### config.mk
export PLATFORM = sky130hd
export DESIGN_NAME = vigenere_decryption_stream
export DESIGN_NICKNAME = d
export VERILOG_FILES = /design/src/rtl/vigenere_decryption_stream.sv
export SDC_FILE = /design/constraint.sdc
export NUM_CORES = 1
export LEC_CHECK = 0
export BUFFER_PORTS_ARGS = -buffer_cell sky130_fd_sc_hd__buf_2
export CELL_PAD_IN_SITES_DETAIL_PLACEMENT = 0
export CELL_PAD_IN_SITES_GLOBAL_PLACEMENT = 2
export CORE_MARGIN = 8
export CORE_UTILIZATION = 32
export CTS_CLUSTER_SIZE = 8
export DETAILED_ROUTE_END_ITERATION = 8
export GPL_TIMING_DRIVEN = 0
export PLACE_DENSITY = 0.81
export SLEW_MARGIN = 20
export SYNTH_ARGS = -nofsm -noshare
export SYNTH_HDL_FRONTEND = slang
export SYNTH_SLANG_ARGS = --single-unit
### constraint.sdc
create_clock -name clk -period 2.29 [get_ports clk]
set_input_delay 0.3435 -clock clk [delete_from_list [all_inputs] [get_ports clk]]
set_output_delay 0.3435 -clock clk [all_outputs]
set_load 0.02 [all_outputs]
### src/rtl/vigenere_decryption_stream.sv
// Vigenere decryption stream: serialises IN_CHARS-wide words MSB-char first and
// subtracts a rotating key schedule. Optional sticky overrun flag: define VIG_OVERRUN_EN.
module vigenere_decryption_stream #(
  parameter int                DATA_W    = 8,
  parameter int                IN_CHARS  = 4,
  parameter int                KEY_DEPTH = 4,
  parameter logic [DATA_W-1:0] TERM_CHAR = 8'hFA,
  localparam int               KEY_IDX_W = (KEY_DEPTH > 1) ? $clog2(KEY_DEPTH) : 1
) (
  input  logic                       clk,
  input  logic                       rst,
  input  logic [IN_CHARS*DATA_W-1:0] data_i,
  input  logic                       valid_i,
  output logic                       busy,
  output logic [DATA_W-1:0]          data_o,
  output logic                       valid_o,
  input  logic                       key_we,
  input  logic [KEY_IDX_W-1:0]       key_addr,
  input  logic [DATA_W-1:0]          key_wdata,
`ifdef VIG_OVERRUN_EN
  input  logic [KEY_IDX_W:0]         key_len,
  output logic                       overrun
`else
  input  logic [KEY_IDX_W:0]         key_len
`endif
);

  localparam int                 WORD_W   = IN_CHARS * DATA_W;
  localparam int                 CNT_W    = (IN_CHARS > 1) ? $clog2(IN_CHARS) : 1;
  localparam logic [CNT_W-1:0]   LAST_CNT = CNT_W'(IN_CHARS - 1);
  localparam logic [KEY_IDX_W:0] LEN_ONE  = (KEY_IDX_W + 1)'(1);
  localparam logic [KEY_IDX_W:0] LEN_MAX  = (KEY_IDX_W + 1)'(KEY_DEPTH);
  localparam bit                 PARTIAL  = ((2 ** KEY_IDX_W) != KEY_DEPTH);

  typedef enum logic {
    IDLE,
    SHIFT
  } state_t;

  state_t                 state;
  logic [WORD_W-1:0]      word_q;
  logic [CNT_W-1:0]       cnt;
  logic [KEY_IDX_W-1:0]   kptr;
  logic [DATA_W-1:0]      key_tbl [KEY_DEPTH];

  logic                   last_char;
  logic [DATA_W-1:0]      cur_char;
  logic                   is_term;
  logic [KEY_IDX_W:0]     eff_len;
  logic                   kptr_wrap;
  logic [KEY_IDX_W-1:0]   kptr_next;
  logic                   key_addr_ok;

  assign last_char = (cnt == LAST_CNT);
  assign busy      = (state == SHIFT) && !last_char;
  // The word register shifts left each char, so the current char is always the top slice.
  assign cur_char  = word_q[WORD_W-1 -: DATA_W];
  assign is_term   = (cur_char == TERM_CHAR);

  // NOTE: every variable assigned in always_comb gets a default first, so no path can infer a latch.
  always_comb begin
    eff_len = key_len;
    if (key_len == '0) begin
      eff_len = LEN_ONE;
    end else if (key_len > LEN_MAX) begin
      eff_len = LEN_MAX;
    end
  end

  // >= rather than == keeps kptr in range when key_len shrinks mid-message.
  assign kptr_wrap = ({1'b0, kptr} >= (eff_len - LEN_ONE));
  assign kptr_next = kptr_wrap ? '0 : kptr + KEY_IDX_W'(1);

  if (PARTIAL) begin : g_addr_chk
    assign key_addr_ok = (int'(key_addr) < KEY_DEPTH);
  end else begin : g_addr_full
    assign key_addr_ok = 1'b1;
  end

  // NOTE: the key table is reset explicitly because the cipher must read zeros after reset;
  // this forces flops rather than a RAM macro, which is acceptable at this depth.
  always_ff @(posedge clk) begin
    if (rst) begin
      for (int i = 0; i < KEY_DEPTH; i++) begin
        key_tbl[i] <= '0;
      end
    end else if (key_we && key_addr_ok) begin
      key_tbl[key_addr] <= key_wdata;
    end
  end

  // NOTE: sequential state uses non-blocking assignments only, so every read in this
  // block sees the pre-edge value regardless of statement order.
  always_ff @(posedge clk) begin
    if (rst) begin
      state   <= IDLE;
      word_q  <= '0;
      cnt     <= '0;
      kptr    <= '0;
      data_o  <= '0;
      valid_o <= 1'b0;
    end else begin
      valid_o <= 1'b0;
      case (state)
        IDLE: begin
          if (valid_i) begin
            word_q <= data_i;
            cnt    <= '0;
            state  <= SHIFT;
          end
        end
        SHIFT: begin
          valid_o <= 1'b1;
          if (is_term) begin
            data_o <= TERM_CHAR;
            kptr   <= '0;
          end else begin
            data_o <= cur_char - key_tbl[kptr];
            kptr   <= kptr_next;
          end
          if (is_term || last_char) begin
            // A word offered on the last-char edge is accepted with no bubble.
            if (last_char && valid_i) begin
              word_q <= data_i;
              cnt    <= '0;
            end else begin
              state <= IDLE;
            end
          end else begin
            word_q <= word_q << DATA_W;
            cnt    <= cnt + CNT_W'(1);
          end
        end
        default: state <= IDLE;
      endcase
    end
  end

`ifdef VIG_OVERRUN_EN
  always_ff @(posedge clk) begin
    if (rst) begin
      overrun <= 1'b0;
    end else if (valid_i && busy) begin
      overrun <= 1'b1;
    end
  end
`endif

endmodule

==> flow_summary.toml, run 1 <==
[layout]
seq_area_mm2 = 0.00192
drive_gt1_frac = 0.270
syn2layout_area_growth_pct = 24.3
final_util = 0.404
multi_input_area_mm2 = 0.00166
fillers = 1123
diodes = 0
fin_nets = 475

[drt]
firstDrtPassIters = 4
dr_total_vias = 2684
viasPerCell = 4.78
drt_wl_total_um = 8870
drc = 0
drt_iter0_markers = 134
ant_nets = 0
routedWlPerCell_um = 15.8

[yosys]
synth.area.top_cells = "dfxtp_1 26%, edfxtp_1 26%, and2_1 6.2%, mux4_2 4.9%, nand2_1 4.7%"
synth_edf_count = 32
synth_nets = 407
yosys.area.top_type_share = 0.262
synth_warnings = 0
ys_seq_area_frac = 0.525
ys.flop_type = "dfxtp_1"
post-synth-top-area-cell = "dfxtp_1"
synth_area_mm2 = 0.00366
synth.most_common_cell = "dfxtp_1"
syn_avg_cell_area_um2 = 10.6
syn_inst = 346
yosys_register_bits = 80
async_flop_share = 0
ys_top_cells_by_count = "48 x dfxtp_1, 46 x nand2_1, 36 x and2_1, 34 x a21oi_1, 32 x edfxtp_1"
synth_cell_types = 40

[power_and_ir_drop]
p_sw_frac = 0.249
p_comb_frac = 0.167
power_frac_clock = 0.395
switchingPower_uw = 942
p_seq_frac = 0.438
p_int_uw = 2850
pwr_density_cell_mw_per_mm2 = 833
power_uw = 3790
p_leak_uw = 0.00178
vdd_drop_max_v = 0.000342

[die]
io_pins = 59
die_y_um = 123
start_util = 0.325
num_rows = 39
die_w_um = 123
dieArea_mm2 = 0.0151
core_region_area_mm2 = 0.0113

[grt]
grt_pass1_vias = 2800
grt.total_usage = 0.122
overflow = 0
grt_first_pass_wirelength_um = 14100
antenna_found_initial = 0
grt_max_degree = 13

[setup_path]
max_stage_delay_ns = 0.54
crit_buf_inv = 2
arrival_ns = 2.51
cp_cell_sequence = "buf_8, mux4_2, ha_4, inv_2, fa_2, a21o_1, a21oi_2, o211ai_1, xnor2_1, a211oi_2"
worstSetupPathType = "reg2reg"
critPathLaunchType = "register"
crit_fanout = 6
critPathRequiredTime_ns = 2.54
cpMaxStageDelayCell = "mux4_2"
crit_path_end_kind = "register"
cp_top_family = "compound AO/OA/AOI/OAI gates"

[placed_design]
gp_congestion = 0.752
dp_hpwl_um = 6530
portBuffers = 57

[clocking]
cts_max_path_buffers = 2
clock_sinks = 80
cts_max_level = 3
cts_made_buffers = 9
clock_latency_ns = 0.33
clk_pin_slew_ns = 0.06
cts_tree = "done"
cts_root_buf = "clkbuf_16"

[timing]
clock_skew_ns = 0.00485
setup_tns_ns = 0
maxSlewViolCount = 0
period_share = 0.985
setup_viol = 0
rsz0062_at_grt = "yes"
fmax_mhz = 443
finalHoldViolCount = 0
max-slew-margin-rel = 0.299
worst_slew_pin_slew_ns = 1.05
fin_crit_ns = 2.25

[run_status]
status = "complete, no violations"

[hold_path]
hp-class = "in2reg"

[run]
maxCapViolCount = 0
==> layout make-up <==
| class | instances | share of cell area |
|---|---|---|
| Multi-Input combinational cell | 232 | 0.366 |
| Buffer | 19 | 0.0234 |
| Clock buffer | 14 | 0.0624 |
| Inverter | 14 | 0.0116 |
| Tap cell | 143 | 0.0393 |
| Clock inverter | 2 | 0.00770 |
| Sequential cell | 80 | 0.423 |
| Timing Repair Buffer | 58 | 0.0671 |
==> flip-flops by register name, summed over array words and instances, names as in the netlist, named ones only <==
name / count
valid_o: 1
cnt: 2
word_q: 32
data_o: 8
state: 1
key_tbl: 32
kptr: 2
==> power by group through the flow <==
stage               clock network, uW  logic [uW]  registers, uW
floorplan                           0         393           1680
global placement                    0         579           1680
detailed placement                  0         583           1680
CTS                              1540         613           1660
global route                     1580         706           1670
finish                           1500         633           1660
==> layout by cell type, fill, tap and decap left out, drive strengths merged, types with 4 or more instances in the layout <==
cell type and n:
xor2 6, inv 14, a21oi 34, nor2b 4, a22oi 19, dfxtp 48
clkbuf 26, a21o 4, a311oi 5, and2 36, nand3 9, a211oi 5
xnor2 4, mux4 8, nor2 16, ha 11, edfxtp 32, nand2 47
buf 65, nand2b 4
==> per-stage QoR <==
step	hold slack (ns)	setup WS (ns)	instances	cell area, um^2
global placement	0.447	-0.364	546	4130
finish	0.241	0.0350	562	4550
floorplan	0.437	0.0317	346	3660
global route	0.243	-0.0553	562	4550
detailed placement	0.449	-0.343	546	4130
CTS	0.228	0.00266	562	4500
==> what timing repair did <==
| item | in CTS | in global routing |
|---|---|---|
| gates cloned | 0 | 0 |
| resized for setup | 7 | 11 |
| setup endpoints to repair | 4 | 3 |
| pin swaps | 4 | 4 |
| buffers inserted | 1 | 0 |
| hold buffers | 0 | 0 |
==> kinds of logic after synthesis <==
kind of cell             count (synthesis)  synth area share
adder cells (fa/ha/maj)                 12            0.0431
AND/OR/NAND/NOR                        126             0.174
flip-flops                              80             0.525
buffers and inverters                   34            0.0424
multiplexers                             9            0.0519
AO/OA/AOI/OAI                           75             0.139
XOR/XNOR                                10            0.0239
==> layer usage <==
metal	share of wire	vias up	global-route usage	wire, um
li1	-	1362	-	-
met5	0	-	0	0
met4	0.016	0	0.0526	141
met3	0.063	10	0.0356	559
met1	0.44	1255	0.148	3910
met2	0.48	57	0.200	4260
==> worst register-to-register path, stage by stage, from the launching register on <==
cell	delay (ns)
dfxtp_2	0.34
buf_8	0.14
mux4_2	0.54
ha_4	0.18
inv_2	0.05
fa_2	0.20
a21o_1	0.14
a21oi_2	0.07
o211ai_1	0.21
xnor2_1	0.12
a211oi_2	0.21
==> worst paths after layout <==
kind                            slack, ns       start  cells after the start          to
worst max register to register       0.04    register                     10   data_o[6]
worst max-delay path                 0.04    register                     10   data_o[6]
worst min-delay path                 0.24   data_i[7]                      3   word_q[7]
worst min register to register       0.46  word_q[20]                      2  word_q[20]
Power figures use the tool's default switching activity.
==> run 2: changes to the inputs <==
--- a/config.mk
+++ b/config.mk
@@ -5,15 +5,16 @@
 export SDC_FILE = /design/constraint.sdc
 export NUM_CORES = 1
 export LEC_CHECK = 0
+export ABC_AREA = 1
 export BUFFER_PORTS_ARGS = -buffer_cell sky130_fd_sc_hd__buf_2
 export CELL_PAD_IN_SITES_DETAIL_PLACEMENT = 0
 export CELL_PAD_IN_SITES_GLOBAL_PLACEMENT = 2
 export CORE_MARGIN = 8
-export CORE_UTILIZATION = 32
+export CORE_UTILIZATION = 30
 export CTS_CLUSTER_SIZE = 8
 export DETAILED_ROUTE_END_ITERATION = 8
 export GPL_TIMING_DRIVEN = 0
-export PLACE_DENSITY = 0.81
+export PLACE_DENSITY = 0.82
 export SLEW_MARGIN = 20
 export SYNTH_ARGS = -nofsm -noshare
 export SYNTH_HDL_FRONTEND = slang
==> run 2 against run 1 <==
Combinational power up 20%. Sequential share of layout area decreased by 3.9 points. Wire length increased by 28%. Largest cell class unchanged. Highest routed layer unchanged.
==> flow_summary.toml, run 2 <==
[clocking]
clock_latency_ns = 0.35
postCtsHoldBufs = 0
cts_tree = "done"
clock_sinks = 80
cts_made_buffers = 9
cts_root_buf = "clkbuf_16"
clk_pin_slew_ns = 0.06
cts_max_path_buffers = 2
cts_max_level = 3

[timing]
max-slew-margin-rel = 0.433
maxSlewViolCount = 0
finalHoldViolCount = 0
fmax_mhz = 464
whs_ns = 0.245
fin_ws_ns = 0.134
worst_slew_pin_slew_ns = 0.845
clock_skew_ns = 0.00543
setup_viol = 0
fin_crit_ns = 2.16
period_share = 0.941
rsz0062_at_grt = "yes"

[hold_path]
hold_depth = 3
hp-class = "in2reg"
hold_end = "word_q[3]"
hold_start = "data_i[3]"

[die]
start_util = 0.304
num_rows = 42
io_pins = 59
die_w_um = 131
core_region_area_mm2 = 0.0131
dieArea_mm2 = 0.0172
die_y_um = 131

[grt]
grt.total_usage = 0.132
grt_first_pass_wirelength_um = 18000
overflow = 0
antenna_found_initial = 0
grt_max_degree = 14
grt_pass1_vias = 3607

[drt]
firstDrtPassIters = 4
drc = 0
drt_wl_total_um = 11300
dr_total_vias = 3504
ant_nets = 0
viasPerCell = 4.66
routedWlPerCell_um = 15.1
drt_iter0_markers = 226

[layout]
stdcell_area_mm2 = 0.00500
drive_gt1_frac = 0.219
final_common_cell = "nand2_1"
syn2layout_area_growth_pct = 25.4
fin_nets = 632
diodes = 0
mostFrequentLayoutCells = "106 x nand2_1, 61 x buf_2, 54 x inv_1"
reg.largest.list = "key_tbl: 32 flops, word_q: 32 flops, data_o: 8 flops"

[run]
maxCapViolCount = 0

[yosys]
yosys.area.top_type_share = 0.241
yosys_register_bits = 80
synth_area_mm2 = 0.00399
synth.area.top_cells = "dfxtp_1 24%, edfxtp_1 24%, nand2_1 10%, nand3_1 6.8%, inv_1 5.4%"
ys.flop_type = "dfxtp_1"
synth_nets = 552
async_flop_share = 0
synth_warnings = 0
ys_seq_area_frac = 0.482
post-synth-top-area-cell = "dfxtp_1"
ys_top_cells_by_count = "107 x nand2_1, 57 x inv_1, 54 x nand3_1, 48 x dfxtp_1, 45 x nor2_1"
synth.most_common_cell = "nand2_1"
syn_avg_cell_area_um2 = 8.13
synth_cell_types = 36
synth_edf_count = 32
syn_inst = 491

[setup_path]
cp_top_family = "simple AND/OR/NAND/NOR gates"
crit_buf_inv = 4
worstSetupPathType = "reg2reg"
cp_cell_sequence = "buf_6, buf_4, buf_4, nand2_1, a32o_1, ha_1, or2_2, nand3_1, nand2_1, nand3_1, nand3_1, nand2_1, inv_1"
max_stage_delay_ns = 0.37
arrival_ns = 2.40
critPathLaunchType = "register"
reg2reg_depth = 13
critPathRequiredTime_ns = 2.54
worstReg2RegEnd = "data_o[7]"
cpMaxStageDelayCell = "ha_1"
crit_path_end_kind = "register"
r2r_setup_slack_ns = 0.13
crit_fanout = 6

[run_status]
status = "complete, no violations"

[placed_design]
place_area_mm2 = 0.00451
gp_congestion = 0.772
dp_worst_setup_slack_ns = -0.438
dp_hpwl_um = 8390
portBuffers = 57

[power_and_ir_drop]
vdd_drop_max_v = 0.000304
pwr_density_cell_mw_per_mm2 = 789
p_leak_uw = 0.00229
## run 2: per-stage QoR
stage	power [uW]	utilization	setup TNS (ns)	std cells
floorplan	2150	-	0	491
global placement	2370	0.342	-2.09	724
detailed placement	2380	0.343	-1.94	725
CTS	3930	0.370	0	741
global route	4150	0.381	-0.0295	752
finish	3950	0.381	0	752
## run 2: routing by layer
metal / track usage / routed length (um)
met1: 0.162 / 5380
met2: 0.218 / 5420
met3: 0.0324 / 374
met4: 0.0504 / 162
met5: 0 / 0
## run 2: worst min-delay path: stages
cell	delay [ns]
buf_2	0.09
nand2_1	0.05
a21oi_1	0.05
## run 2: how the worst max path moves through the flow
| stage | from | endpoint | cells past startpoint |
|---|---|---|---|
| floorplan | register | data_o[7] | 13 |
| global placement | register | data_o[6] | 14 |
| detailed placement | register | data_o[6] | 14 |
| CTS | register | data_o[6] | 14 |
| global route | register | data_o[5] | 13 |
| finish | register | data_o[7] | 13 |
## run 2: cell families after synthesis
family / count (synthesis) / synth area share
buffers and inverters: 83 / 0.0947
AO/OA/AOI/OAI: 77 / 0.112
XOR/XNOR: 2 / 0.00439
AND/OR/NAND/NOR: 237 / 0.268
adder cells (fa/ha/maj): 12 / 0.0395
flip-flops: 80 / 0.482
## run 2: where the power goes
group	switching [uW]	leakage [uW]	internal (uW)
clock network	585	0.000157	943
registers	64.8	0.000708	1600
logic	449	0.00143	307
total	1100	0.00229	2850
## run 2: timing repair
| action | 4_1_cts | 5_1_grt |
|---|---|---|
| resized for setup | 13 | 16 |
| buffers inserted | 0 | 11 |
| pin swaps | 1 | 7 |
| setup endpoints to repair | 7 | 3 |
| hold endpoints to repair | 0 | 0 |
## run 2: final cells by class
cell class	count	area, um^2
tap	176	220
clock buffer	12	269
fill	1395	8130
inverter	61	244
buffer	22	181
sequential	80	1920
multi-input combinational	328	1730
clock inverter	4	48.8
timing repair buffer	69	388
==> run 3: changes to the inputs <==
--- a/config.mk
+++ b/config.mk
@@ -5,17 +5,19 @@
 export SDC_FILE = /design/constraint.sdc
 export NUM_CORES = 1
 export LEC_CHECK = 0
-export ABC_AREA = 1
+export ABC_AREA = 0
 export BUFFER_PORTS_ARGS = -buffer_cell sky130_fd_sc_hd__buf_2
 export CELL_PAD_IN_SITES_DETAIL_PLACEMENT = 0
 export CELL_PAD_IN_SITES_GLOBAL_PLACEMENT = 2
 export CORE_MARGIN = 8
-export CORE_UTILIZATION = 30
+export CORE_UTILIZATION = 32
 export CTS_CLUSTER_SIZE = 8
 export DETAILED_ROUTE_END_ITERATION = 8
 export GPL_TIMING_DRIVEN = 0
-export PLACE_DENSITY = 0.82
+export PLACE_DENSITY = 0.81
+export REMOVE_ABC_BUFFERS = 1
 export SLEW_MARGIN = 20
 export SYNTH_ARGS = -nofsm -noshare
 export SYNTH_HDL_FRONTEND = slang
 export SYNTH_SLANG_ARGS = --single-unit
+export TNS_END_PERCENT = 1
==> run 3 against run 2 <==
The flow now finishes with violations (negative setup slack). Die area fell by 12%. Utilization grew 0.84 points. Clock power about the same. Largest cell class unchanged. Largest power group unchanged. Worst hold slack better by 0.0063 ns. Global-route usage is 2.1 points lower. Cell area fell by 12%. Sequential share of layout area increased by 5.5 points. Critical path type unchanged.
==> flow_summary.toml, run 3 (synthesis gave the netlist of run 1 again) <==
[timing]
period_share = 1.02
fmax_mhz = 428
fin_crit_ns = 2.34
maxSlewViolCount = 0
whs_ns = 0.251
max-slew-margin-rel = 0.351
clock_skew_ns = 0.00687
rsz0062_at_grt = "yes"
worst_slew_pin_slew_ns = 0.973
fin_ws_ns = -0.0481
finalHoldViolCount = 0
setup_viol = 1

[placed_design]
dp_cells = 527
dp_hpwl_um = 5540
portBuffers = 58
gp_congestion = 0.667

[power_and_ir_drop]
switchingPower_uw = 934
p_sw_frac = 0.251
p_leak_uw = 0.00173
vdd_drop_max_v = 0.000435
power_frac_clock = 0.407
p_int_uw = 2790
p_seq_frac = 0.447
p_comb_frac = 0.146
pwr_density_cell_mw_per_mm2 = 848

[drt]
routedWlPerCell_um = 14.9
ant_nets = 0
drt_wl_total_um = 8070
viasPerCell = 4.79
dr_total_vias = 2600
drc = 0
firstDrtPassIters = 4
drt_iter0_markers = 173

[grt]
grt.total_usage = 0.111
grt_max_degree = 52
grt_first_pass_wirelength_um = 13100
antenna_found_initial = 0
grt_pass1_vias = 2652
overflow = 0

[clocking]
cts_made_buffers = 9
cts_tree = "done"
cts_max_path_buffers = 2
clock_latency_ns = 0.33
cts_max_level = 3
clk_pin_slew_ns = 0.06
postCtsSetupRepairBufs = 0
cts_root_buf = "clkbuf_16"
clock_sinks = 80

[run_status]
violations = "negative setup slack"
status = "finished, violations left"

[setup_path]
critPathLaunchType = "register"
crit_fanout = 8
r2r_setup_slack_ns = -0.05
worstReg2RegEnd = "data_o[7]"
reg2reg_depth = 8
critPathRequiredTime_ns = 2.46
crit_path_end_kind = "register"
arrival_ns = 2.50
worstSetupPathType = "reg2reg"

[layout]
drive_gt1_frac = 0.258
finalNonFillerCells = 543
final_common_cell = "buf_2"
syn2layout_area_growth_pct = 19.9
fin_nets = 456
fillers = 1133
mostFrequentLayoutCells = "58 x buf_2, 46 x nand2_1, 45 x dfxtp_1"
reg.largest.list = "key_tbl: 32 flops, word_q: 32 flops, data_o: 8 flops"
diodes = 0

[die]
die_w_um = 123
die_y_um = 123
start_util = 0.325
core_region_area_mm2 = 0.0113
dieArea_mm2 = 0.0151
num_rows = 39
io_pins = 59

[hold_path]
hp-class = "in2reg"
hold_end = "word_q[6]"
hold_depth = 3
hold_start = "data_i[6]"

[run]
maxCapViolCount = 0
[run 3: cell types whose count changed in the layout (fill, tap and decap cells not counted), sizes merged, moves of 22 or more]
cell	delta
o21ai	-22
buf	-28
nor2	-31
nand3	-45
inv	-44
nand2	-65
and2	+36
[run 3: repair_timing]
item | 4_1_cts | 5_1_grt
endpoints found under the setup margin | 27 | 33
hold buffers | 0 | 0
gates resized for setup | 7 | 3
pin swaps | 1 | 1
gates cloned | 0 | 0
[run 3: per-layer routing]
layer | vias up | track usage | part of all wire | wire [um]
met3 | 7 | 0.0192 | 0.027 | 215
met5 | - | 0 | 0 | 0
met2 | 36 | 0.184 | 0.50 | 4040
li1 | 1324 | - | - | -
met1 | 1233 | 0.136 | 0.46 | 3710
met4 | 0 | 0.0571 | 0.013 | 108
[run 3: power by group through the flow]
stage	sequential [uW]	clock [uW]	combinational (uW)
floorplan	1700	0	347
global placement	1690	0	532
detailed placement	1690	0	538
CTS	1670	1550	553
global route	1680	1610	618
finish	1660	1510	545
[run 3: per-stage QoR]
step	cell area (um^2)	power [uW]	setup slack [ns]	setup TNS (ns)	utilization
after global routing	4390	3910	-0.186	-0.410	0.389
final	4390	3720	-0.0481	-0.0481	0.389
after CTS	4380	3760	-0.0744	-0.0744	0.388
after detailed placement	4030	2230	-0.395	-11.64	0.358
after floorplan	3560	2040	-0.0554	-0.0969	-
after global placement	4030	2220	-0.724	-20.89	0.357
[run 3: worst max-delay path by stage]
stage	from	endpoint
4_1_cts	register	data_o[7]
3_3_place_gp	state	word_q[27]
3_5_place_dp	register	data_o[6]
2_1_floorplan	register	data_o[6]
5_1_grt	register	data_o[7]
6_report	register	data_o[7]
[run 3: area by class of cell]
| class | instances | area, um^2 | share of cell area |
|---|---|---|---|
| inverters | 14 | 52.6 | 0.0120 |
| clock inverters | 7 | 93.8 | 0.0214 |
| clock buffers | 9 | 225 | 0.0513 |
| flip-flops and latches | 80 | 1930 | 0.439 |
| repair buffers | 58 | 290 | 0.0661 |
| multi-input cells | 232 | 1620 | 0.369 |
| well taps | 143 | 179 | 0.0408 |
[run 3: worst max-delay path, stage by stage, from the launching register on]
cell,delay (ns)
dfxtp_4,0.45
mux4_2,0.54
inv_1,0.07
ha_1,0.27
a21o_1,0.19
a31o_2,0.24
a21oi_1,0.15
xnor2_1,0.17
a211oi_2,0.10
